### config.mk
export PLATFORM = sky130hd
export DESIGN_NAME = wb_load_sequencer
export DESIGN_NICKNAME = d
export VERILOG_FILES = /design/src/rtl/wb_load_sequencer_pkg.sv /design/src/rtl/wbm_ack_watchdog.sv /design/src/rtl/wb_load_sequencer.sv
export SDC_FILE = /design/constraint.sdc
export NUM_CORES = 1
export LEC_CHECK = 0
export ABC_AREA = 1
export ABC_CLOCK_PERIOD_IN_PS = 3010
export CAP_MARGIN = 40
export CORE_MARGIN = 3
export CORE_UTILIZATION = 54
export DETAILED_ROUTE_END_ITERATION = 8
export GPL_TIMING_DRIVEN = 0
export HOLD_SLACK_MARGIN = 0.15
export PLACE_DENSITY = 0.86
export SLEW_MARGIN = 20
export SYNTH_ARGS = -nofsm -noshare
export SYNTH_HDL_FRONTEND = slang
export SYNTH_SLANG_ARGS = --single-unit
### constraint.sdc
create_clock -name CLK_I -period 3.01 [get_ports CLK_I]
set_input_delay 0.602 -clock CLK_I [delete_from_list [all_inputs] [get_ports CLK_I]]
set_output_delay 0.602 -clock CLK_I [all_outputs]
set_load 0.05 [all_outputs]
### src/rtl/wb_load_sequencer_pkg.sv
// Shared constants for wb_load_sequencer: row tags, beats per row, FSM encoding
// and the address width used by the host buffer and the row addresses.
package wb_load_sequencer_pkg;

  localparam int ADDR_W = 16;

  localparam logic [1:0] TAG_INSTR   = 2'b10;
  localparam logic [1:0] TAG_DATA    = 2'b01;
  localparam logic [1:0] BEATS_INSTR = 2'd2;
  localparam logic [1:0] BEATS_DATA  = 2'd3;

  typedef enum logic [2:0] {
    ST_IDLE     = 3'd0,
    ST_CYC_OPEN = 3'd1,
    ST_FETCH    = 3'd2,
    ST_BEAT     = 3'd3,
    ST_CLOSE    = 3'd4,
    ST_DONE     = 3'd5
  } state_e;

  function automatic logic [1:0] row_tag(input logic is_instr);
    row_tag = is_instr ? TAG_INSTR : TAG_DATA;
  endfunction

  // Index of the final beat in a row, matched against the 2-bit beat counter.
  function automatic logic [1:0] last_beat(input logic is_instr);
    last_beat = (is_instr ? BEATS_INSTR : BEATS_DATA) - 2'd1;
  endfunction

endpackage

### src/rtl/wbm_ack_watchdog.sv
// Counts consecutive BEAT cycles and flags the cycle in which the wait for
// ACK_I has lasted TIMEOUT_CYCLES; used only when WBM_TIMEOUT_EN is defined.
module wbm_ack_watchdog #(
  parameter int TIMEOUT_CYCLES = 255
) (
  input  logic clk_i,
  input  logic rst_i,
  input  logic beat_i,
  output logic expire_o
);

  localparam int CNT_W = $clog2(TIMEOUT_CYCLES + 1);
  localparam logic [CNT_W-1:0] LAST_CNT = CNT_W'(TIMEOUT_CYCLES - 1);

  logic [CNT_W-1:0] cnt_q;

  // BEAT-cycle counter; every non-BEAT cycle (each FETCH included) clears it
  always_ff @(posedge clk_i) begin
    if (rst_i) begin
      cnt_q <= '0;
    end else if (!beat_i) begin
      cnt_q <= '0;
    end else if (cnt_q != LAST_CNT) begin
      cnt_q <= cnt_q + CNT_W'(1);
    end else begin
      cnt_q <= cnt_q;
    end
  end

  assign expire_o = beat_i && (cnt_q == LAST_CNT);

endmodule

### src/rtl/wb_load_sequencer.sv
// Wishbone master that copies host-buffer words into GPU rows, one CYC_O bracket
// and one MST_O commit per row. Define WBM_TIMEOUT_EN to abort an unanswered beat.
module wb_load_sequencer
  import wb_load_sequencer_pkg::*;
#(
  parameter int TIMEOUT_CYCLES = 255
) (
  input  logic              CLK_I,
  input  logic              RST_I,
  input  logic              iStart,
  input  logic              iType,
  input  logic [ADDR_W-1:0] iDestBase,
  input  logic [ADDR_W-1:0] iRowCount,
  input  logic [ADDR_W-1:0] iSrcBase,
  output logic [ADDR_W-1:0] oSrcAddress,
  input  logic [31:0]       iSrcData,
  output logic              CYC_O,
  output logic              STB_O,
  output logic              WE_O,
  output logic              MST_O,
  output logic [31:0]       ADR_O,
  output logic [1:0]        TGA_O,
  output logic [31:0]       DAT_O,
  input  logic              ACK_I,
  output logic              oBusy,
  output logic              oDone,
  output logic              oError
);

  state_e            state_q;
  logic              type_q;
  logic [ADDR_W-1:0] dest_q;
  logic [ADDR_W-1:0] rows_q;
  logic [ADDR_W-1:0] row_cnt_q;
  logic [ADDR_W-1:0] src_next_q;
  logic [ADDR_W-1:0] src_addr_q;
  logic [ADDR_W-1:0] adr_q;
  logic [1:0]        beat_cnt_q;
  logic [1:0]        tga_q;
  logic [31:0]       dat_q;
  logic              cyc_q;
  logic              stb_q;
  logic              we_q;
  logic              mst_q;
  logic              busy_q;
  logic              done_q;
  logic              err_q;
  logic              load_pend_q;
  logic              timeout_s;

`ifdef WBM_TIMEOUT_EN
  wbm_ack_watchdog #(
    .TIMEOUT_CYCLES(TIMEOUT_CYCLES)
  ) u_watchdog (
    .clk_i   (CLK_I),
    .rst_i   (RST_I),
    .beat_i  (state_q == ST_BEAT),
    .expire_o(timeout_s)
  );
`else
  logic unused_timeout_cfg_s;
  assign unused_timeout_cfg_s = (TIMEOUT_CYCLES != 32'sd0);
  assign timeout_s = 1'b0;
`endif

  // Sequencer FSM; every bus output is registered alongside the state it belongs to
  always_ff @(posedge CLK_I) begin
    if (RST_I) begin
      state_q     <= ST_IDLE;
      type_q      <= 1'b0;
      dest_q      <= '0;
      rows_q      <= '0;
      row_cnt_q   <= '0;
      src_next_q  <= '0;
      src_addr_q  <= '0;
      adr_q       <= '0;
      beat_cnt_q  <= 2'd0;
      tga_q       <= 2'b00;
      dat_q       <= 32'd0;
      cyc_q       <= 1'b0;
      stb_q       <= 1'b0;
      we_q        <= 1'b0;
      mst_q       <= 1'b0;
      busy_q      <= 1'b0;
      done_q      <= 1'b0;
      err_q       <= 1'b0;
      load_pend_q <= 1'b0;
    end else begin
      mst_q  <= 1'b0;
      done_q <= 1'b0;
      case (state_q)
        ST_IDLE: begin
          if (iStart) begin
            type_q     <= iType;
            dest_q     <= iDestBase;
            rows_q     <= iRowCount;
            src_next_q <= iSrcBase;
            row_cnt_q  <= '0;
            err_q      <= 1'b0;
            if (iRowCount == 16'd0) begin
              state_q <= ST_DONE;
              done_q  <= 1'b1;
            end else begin
              state_q <= ST_CYC_OPEN;
              cyc_q   <= 1'b1;
              busy_q  <= 1'b1;
              adr_q   <= iDestBase;
              tga_q   <= row_tag(iType);
            end
          end else begin
            state_q <= ST_IDLE;
          end
        end
        ST_CYC_OPEN: begin
          state_q    <= ST_FETCH;
          beat_cnt_q <= 2'd0;
          src_addr_q <= src_next_q;
          src_next_q <= src_next_q + 16'd1;
        end
        ST_FETCH: begin
          state_q     <= ST_BEAT;
          stb_q       <= 1'b1;
          we_q        <= 1'b1;
          load_pend_q <= 1'b1;
        end
        ST_BEAT: begin
          // The source word arrives during the first BEAT cycle; later cycles hold it.
          if (load_pend_q) begin
            dat_q       <= iSrcData;
            load_pend_q <= 1'b0;
          end else begin
            dat_q <= dat_q;
          end
          if (ACK_I) begin
            stb_q <= 1'b0;
            we_q  <= 1'b0;
            if (beat_cnt_q == last_beat(type_q)) begin
              state_q   <= ST_CLOSE;
              cyc_q     <= 1'b0;
              mst_q     <= 1'b1;
              row_cnt_q <= row_cnt_q + 16'd1;
            end else begin
              state_q    <= ST_FETCH;
              beat_cnt_q <= beat_cnt_q + 2'd1;
              src_addr_q <= src_next_q;
              src_next_q <= src_next_q + 16'd1;
            end
          end else if (timeout_s) begin
            state_q     <= ST_DONE;
            stb_q       <= 1'b0;
            we_q        <= 1'b0;
            cyc_q       <= 1'b0;
            busy_q      <= 1'b0;
            err_q       <= 1'b1;
            done_q      <= 1'b1;
            load_pend_q <= 1'b0;
          end else begin
            state_q <= ST_BEAT;
          end
        end
        ST_CLOSE: begin
          if (row_cnt_q == rows_q) begin
            state_q <= ST_DONE;
            busy_q  <= 1'b0;
            done_q  <= 1'b1;
          end else begin
            state_q <= ST_CYC_OPEN;
            cyc_q   <= 1'b1;
            adr_q   <= dest_q + row_cnt_q;
          end
        end
        ST_DONE: begin
          state_q <= ST_IDLE;
        end
        default: begin
          state_q <= ST_IDLE;
          cyc_q   <= 1'b0;
          stb_q   <= 1'b0;
          we_q    <= 1'b0;
          busy_q  <= 1'b0;
        end
      endcase
    end
  end

  assign oSrcAddress = src_addr_q;
  assign CYC_O       = cyc_q;
  assign STB_O       = stb_q;
  assign WE_O        = we_q;
  assign MST_O       = mst_q;
  assign ADR_O       = {16'h0000, adr_q};
  assign TGA_O       = tga_q;
  assign DAT_O       = dat_q;
  assign oBusy       = busy_q;
  assign oDone       = done_q;
  assign oError      = err_q;

endmodule

-- After elaboration in Yosys (flattened, before gate mapping)
Cells that the tools add are included.
- add/subtract/negate cells: 5
- equality and inequality tests: 14
- multiplexer cells: 42
- bitwise gates (word level): 6
- reductions and logical operators: 21
- operators with widths (operator ; count):
    $mux W16 ; 11
    $pmux W16 S2 ; 3
    $pmux W16 S3 ; 1
    $add A16 B1 Y16 const B ; 2
    $add A16 B16 Y16 ; 1
    $eq A16 B16 Y1 ; 1
    $logic_not A16 Y1 ; 1
    $reduce_and A4 Y1 ; 4
    $mux W3 ; 5
    $pmux W3 S5 ; 1
    $ne A2 B2 Y1 const B ; 7
    $mux W1 ; 12
    $reduce_bool A2 Y1 ; 4
    $reduce_or A4 Y1 ; 2
    $eq A3 B2 Y1 const B ; 2
    $eq A3 B3 Y1 const B ; 2
    $mux W2 ; 3
    $not A1 Y1 ; 6
    $pmux W1 S3 ; 2
    $reduce_and A2 Y1 ; 3
    $reduce_and A3 Y1 ; 2
    $reduce_and A6 Y1 ; 1
    $reduce_or A3 Y1 ; 2
    $pmux W1 S2 ; 2
    other kinds (8) ; 8
- register bits after elaboration: 142
- input bits: 85
- output and inout bits: 89
- logic and storage cells: 105

-- Depth between registers and ports, before layout
- depth in word-level cells: 6
- depth in mapped cells: 13
- gate-level depth less buffers: 13

-- Worst setup path after synthesis
No wires, ideal clock.
- path kind: reg-to-reg
- start point: register row_cnt_q[0]
- end point: register adr_q[6]
- library setup time: 0.116 ns
- data arrival time: 1.705 ns
- data required time: 2.894 ns
- setup slack: 1.189 ns
- stages on the path, launching flop included: 12
- path buffers: 0
- period minus slack after synthesis: 1.821 ns
- path through: dfxtp_1 ha_1 fa_1 nand2_1 nand2_1 nand3_1 nand2_1 or2_2 nand3_1 nand2_1 nor2_1 nor2_1
- word-level cells in the longest chain between the ends: 3
- elaborated cells on any way between the ends: 6
- those cells by class: add/sub: 1; eq/ne: 2; mux: 2; reduce/logical: 1
- ends and longest elaborated chain (item ; line ; RTL):
    from (decl) ; wb_load_sequencer.sv:34 ; logic [ADDR_W-1:0] row_cnt_q;
    from (signal assigned) ; wb_load_sequencer.sv:141 ; row_cnt_q <= row_cnt_q + 16'd1;
    $add A16 B16 Y16 / $eq A16 B16 Y1 (equally long branches) ; wb_load_sequencer.sv:169, wb_load_sequencer.sv:162 ;
    $mux W16 / $ne A2 B2 Y1 (equally long branches) ; - ;
    $pmux W16 S2 / $reduce_and A4 Y1 (equally long branches) ; - ;
    to (signal assigned) ; wb_load_sequencer.sv:107 ; adr_q <= iDestBase;
    to (signal assigned) ; wb_load_sequencer.sv:169 ; adr_q <= dest_q + row_cnt_q;
    to (decl) ; wb_load_sequencer.sv:37 ; logic [ADDR_W-1:0] adr_q;
Parallel ways exist; a longest one is shown, timed or not. The select of a mux whose other input is x is not followed.
A chain may end at the register's enable or synchronous reset.

-- Worst setup path in the final report
- start point: register we_q (netlist: WE_O)
- end point: output WE_O
- RTL lines (item ; line ; RTL):
    from (decl) ; wb_load_sequencer.sv:43 ; logic we_q;
    from (signal assigned) ; wb_load_sequencer.sv:82 ; we_q <= 1'b0;
    from (signal assigned) ; wb_load_sequencer.sv:123 ; we_q <= 1'b1;
    from (signal assigned) ; wb_load_sequencer.sv:136 ; we_q <= 1'b0;
    to (decl) ; wb_load_sequencer.sv:19 ; output logic WE_O,
No word-level cell between the ends.

==> impl_metrics.py <==
metrics = {
    "run_status": {
        "status": "finished, final reports clean",
    },
    "clock_tree": {
        "hold_buffers": 0,
        "cts_tree": "built",
        "cts-root-buf": "clkbuf_16",
        "cts_htree_levels": 4,
        "cts-buffers-inserted": 17,
        "cts_setup_buffers": 0,
        "clockBufferDepth": 2,
        "cts.clk_slew.worst_paths_ns": 0.06,
        "numClockSinks": 142,
        "clkLatencyLatePin_ns": 0.42,
        "cts_resized": 0,
    },
    "finish": {
        "finish.utilization_pct": 74.9,
        "n_fill_cell": 1083,
        "final_cells": 1463,
        "synthToLayoutAreaGrowth_pct": 32.4,
        "finalInstanceArea_um2": 9690,
        "nets": 1382,
        "drive_gt1_share_pct": 8.13,
        "diodes": 0,
    },
    "timing": {
        "fmax_ghz": 0.429,
        "period_minus_slack_ns": 2.33,
        "setup_viol": 0,
        "tightest_slew_ns": 0.774,
        "holdWs_ns": 0.460,
        "skew_ns": 0.00925,
        "rsz0062_at_grt": "no",
        "tns_ns": 0,
        "finalHoldViolCount": 0,
        "slew-limit-headroom_pct": 48.4,
        "slew_violations": 0,
        "fin_crit_sh_pct": 77.5,
    },
    "die": {
        "rows": 41,
        "start_util_pct": 56.6,
        "ioPinCount": 174,
        "die_h_um": 122,
        "die_w_um": 122,
        "core_area_um2": 12900,
        "dieArea_um2": 15000,
    },
    "placed_design": {
        "dp_hpwl_um": 15800,
        "place_inst": 1432,
        "place.gp.congestion": 0.948,
        "place_area_um2": 9140,
        "port_buffers": 155,
    },
    "power": {
        "p_clk_share_pct": 34.7,
        "seq_power_share_pct": 39.0,
        "vdd_drop_max_v": 0.000423,
        "internal_power_mw": 3.74,
        "p_switching_mw": 1.93,
        "power_switching_share_pct": 34.1,
        "combPwrFrac_pct": 26.3,
        "p_leak_nw": 4.13,
        "p_per_area_nw_per_um2": 585,
    },
    "setup_path": {
        "cp-end-kind": "output port",
        "cp_max_fo": 3,
        "worstPathRequired_ns": 2.41,
        "reg2regPathDepth": 11,
        "rrSetupSlack_ns": 0.92,
        "crit_arrival_ns": 1.73,
        "critical_path_class": "reg2out",
        "start_kind": "flip-flop",
        "reg2reg_from": "row_cnt_q[0]",
        "r2r_end": "adr_q[6]",
    },
    "min_path": {
        "hold_class": "reg2reg",
        "min-delay-start": "DAT_O[27]",
        "worstHoldEndpoint": "DAT_O[27]",
        "hold_path_depth": 2,
    },
    "detailed_routing": {
        "vias": 7728,
        "wl_met1_um": 8640,
        "postRouteAntennaNets": 0,
        "wl_met2_um": 10600,
        "drtIter0Drc": 650,
        "dr.max_layer_used": "met4",
        "post_drt_wl_per_cell_um": 14.6,
        "vias_per_cell": 5.28,
        "drc": 0,
        "drt-pass1-iter-count": 6,
        "routed_wl_um": 21300,
        "met3WireLength_um": 1510,
    },
    "global_route": {
        "grt_pass1_wl_um": 34300,
        "antenna_found_initial": 0,
        "grt_pass1_vias": 7279,
        "grtUsageTotal_pct": 28.7,
        "grt_max_degree": 17,
        "grt.overflow.total": 0,
    },
    "logic_synthesis": {
        "ys_ff_latch": 142,
        "yosysWarnings": 0,
        "synth-main-ff-cell": "dfxtp_1",
        "ys_seq_area_share_pct": 38.9,
        "ys_async_sr_fraction_pct": 0,
        "yosys-top-cells-count": "264 x nand2_1, 151 x nor2_1, 142 x dfxtp_1",
        "yosys-top-cells-area": "dfxtp_1 39%, nand2_1 14%, nor2_1 7.7%",
        "synth_top_area_cell": "dfxtp_1",
        "synth_cells": 1089,
        "synth.top_cell.area_share_pct": 38.9,
        "synth.distinct_cells": 40,
        "yosysMostFrequentCell": "nand2_1",
        "mappedNetlistArea_um2": 7310,
        "syn_area_per_cell_um2": 6.72,
        "synth_edf_count": 0,
    },
    "job": {
        "max_cap_violations": 0,
    },
}
-- through the flow --
step                power (mW)  setup slack (ns)
floorplan                 3.22              1.19
global placement          3.68             0.668
detailed placement        3.71             0.625
CTS                       5.66             0.673
global route              5.90             0.647
finish                    5.66             0.679
-- state kept, by name, indices dropped and copies added (netlist names), 2 cells and up --
register / flops
DAT_O: 32
state_q: 3
dest_q: 16
beat_cnt_q: 2
rows_q: 16
row_cnt_q: 16
src_next_q: 16
adr_q: 16
TGA_O: 2
oSrcAddress: 16
-- worst max-delay path, stage by stage, from the launching register on --
cell and delay (ns):
dfxtp_1 0.39, buf_4 0.13, clkdlybuf4s50_1 0.79
-- cell usage in the layout, fill, tap and decap left out, types with 2 or more instances in the layout --
cell             count
a211oi_1             7
a21oi_1             98
a21oi_2              2
a31oi_1              2
and2_1               4
buf_1                4
buf_2               13
buf_4               20
buf_6                5
clkbuf_1            24
clkbuf_16           17
clkdlybuf4s50_1    155
clkinv_2             3
clkinv_4             4
conb_1              17
dfxtp_1            142
ha_1                17
inv_1               89
inv_2               10
inv_4                2
inv_6                3
nand2_1            264
nand2_2              6
nand2_4              2
nand3_1             77
nand3_2              2
nand3b_1             5
nand4_1              7
nor2_1             151
nor2_2               3
nor3_1              12
o21a_1               3
o21ai_0             85
o21ai_1              6
o22ai_1              3
or2_2                8
xnor2_1              4
xor2_1               6
-- logic make-up after synthesis --
group,count (synthesis),share of synthesized area (%)
compound gates,208,14.8
xor+xnor,10,1.20
fa+ha+maj,18,3.18
buf+inv,165,10.3
flops,142,38.9
other cells,1,0.0513
simple gates,545,31.6
-- worst max path at each step --
stage | slack [ns] | start | cells past startpoint | to
floorplan | 1.19 | row_cnt_q[0] | 11 | adr_q[6]
global placement | 0.67 | iRowCount[11] | 10 | adr_q[1]
detailed placement | 0.62 | iRowCount[11] | 10 | adr_q[7]
CTS | 0.67 | WE_O | 2 | WE_O
global route | 0.65 | WE_O | 2 | WE_O
finish | 0.68 | WE_O | 2 | WE_O
-- per-layer routing --
metal  vias up  GRT usage (%)
li1       3862              -
met1      3567           33.8
met2       246           50.1
met3        53           7.56
met4         0           10.9
met5         -              0
-- power by group through the flow --
stage / sequential, mW / combinational (mW) / clock [mW]
2_1_floorplan: 2.46 / 0.755 / 0
3_3_place_gp: 2.23 / 1.45 / 0
3_5_place_dp: 2.24 / 1.47 / 0
4_1_cts: 2.20 / 1.48 / 1.98
5_1_grt: 2.23 / 1.63 / 2.05
6_report: 2.21 / 1.49 / 1.97
-- area by class of cell --
| cell class | instances | area (um^2) | share of cell area, % |
|---|---|---|---|
| clock buffer | 19 | 433 | 4.47 |
| multi-input combinational | 798 | 3780 | 39.0 |
| sequential | 142 | 2840 | 29.3 |
| tap | 172 | 215 | 2.22 |
| buffer | 64 | 369 | 3.81 |
| inverter | 101 | 384 | 3.96 |
| timing repair buffer | 155 | 1550 | 16.0 |
| clock inverter | 12 | 114 | 1.18 |
No activity file was read; power rests on OpenSTA's default activity.
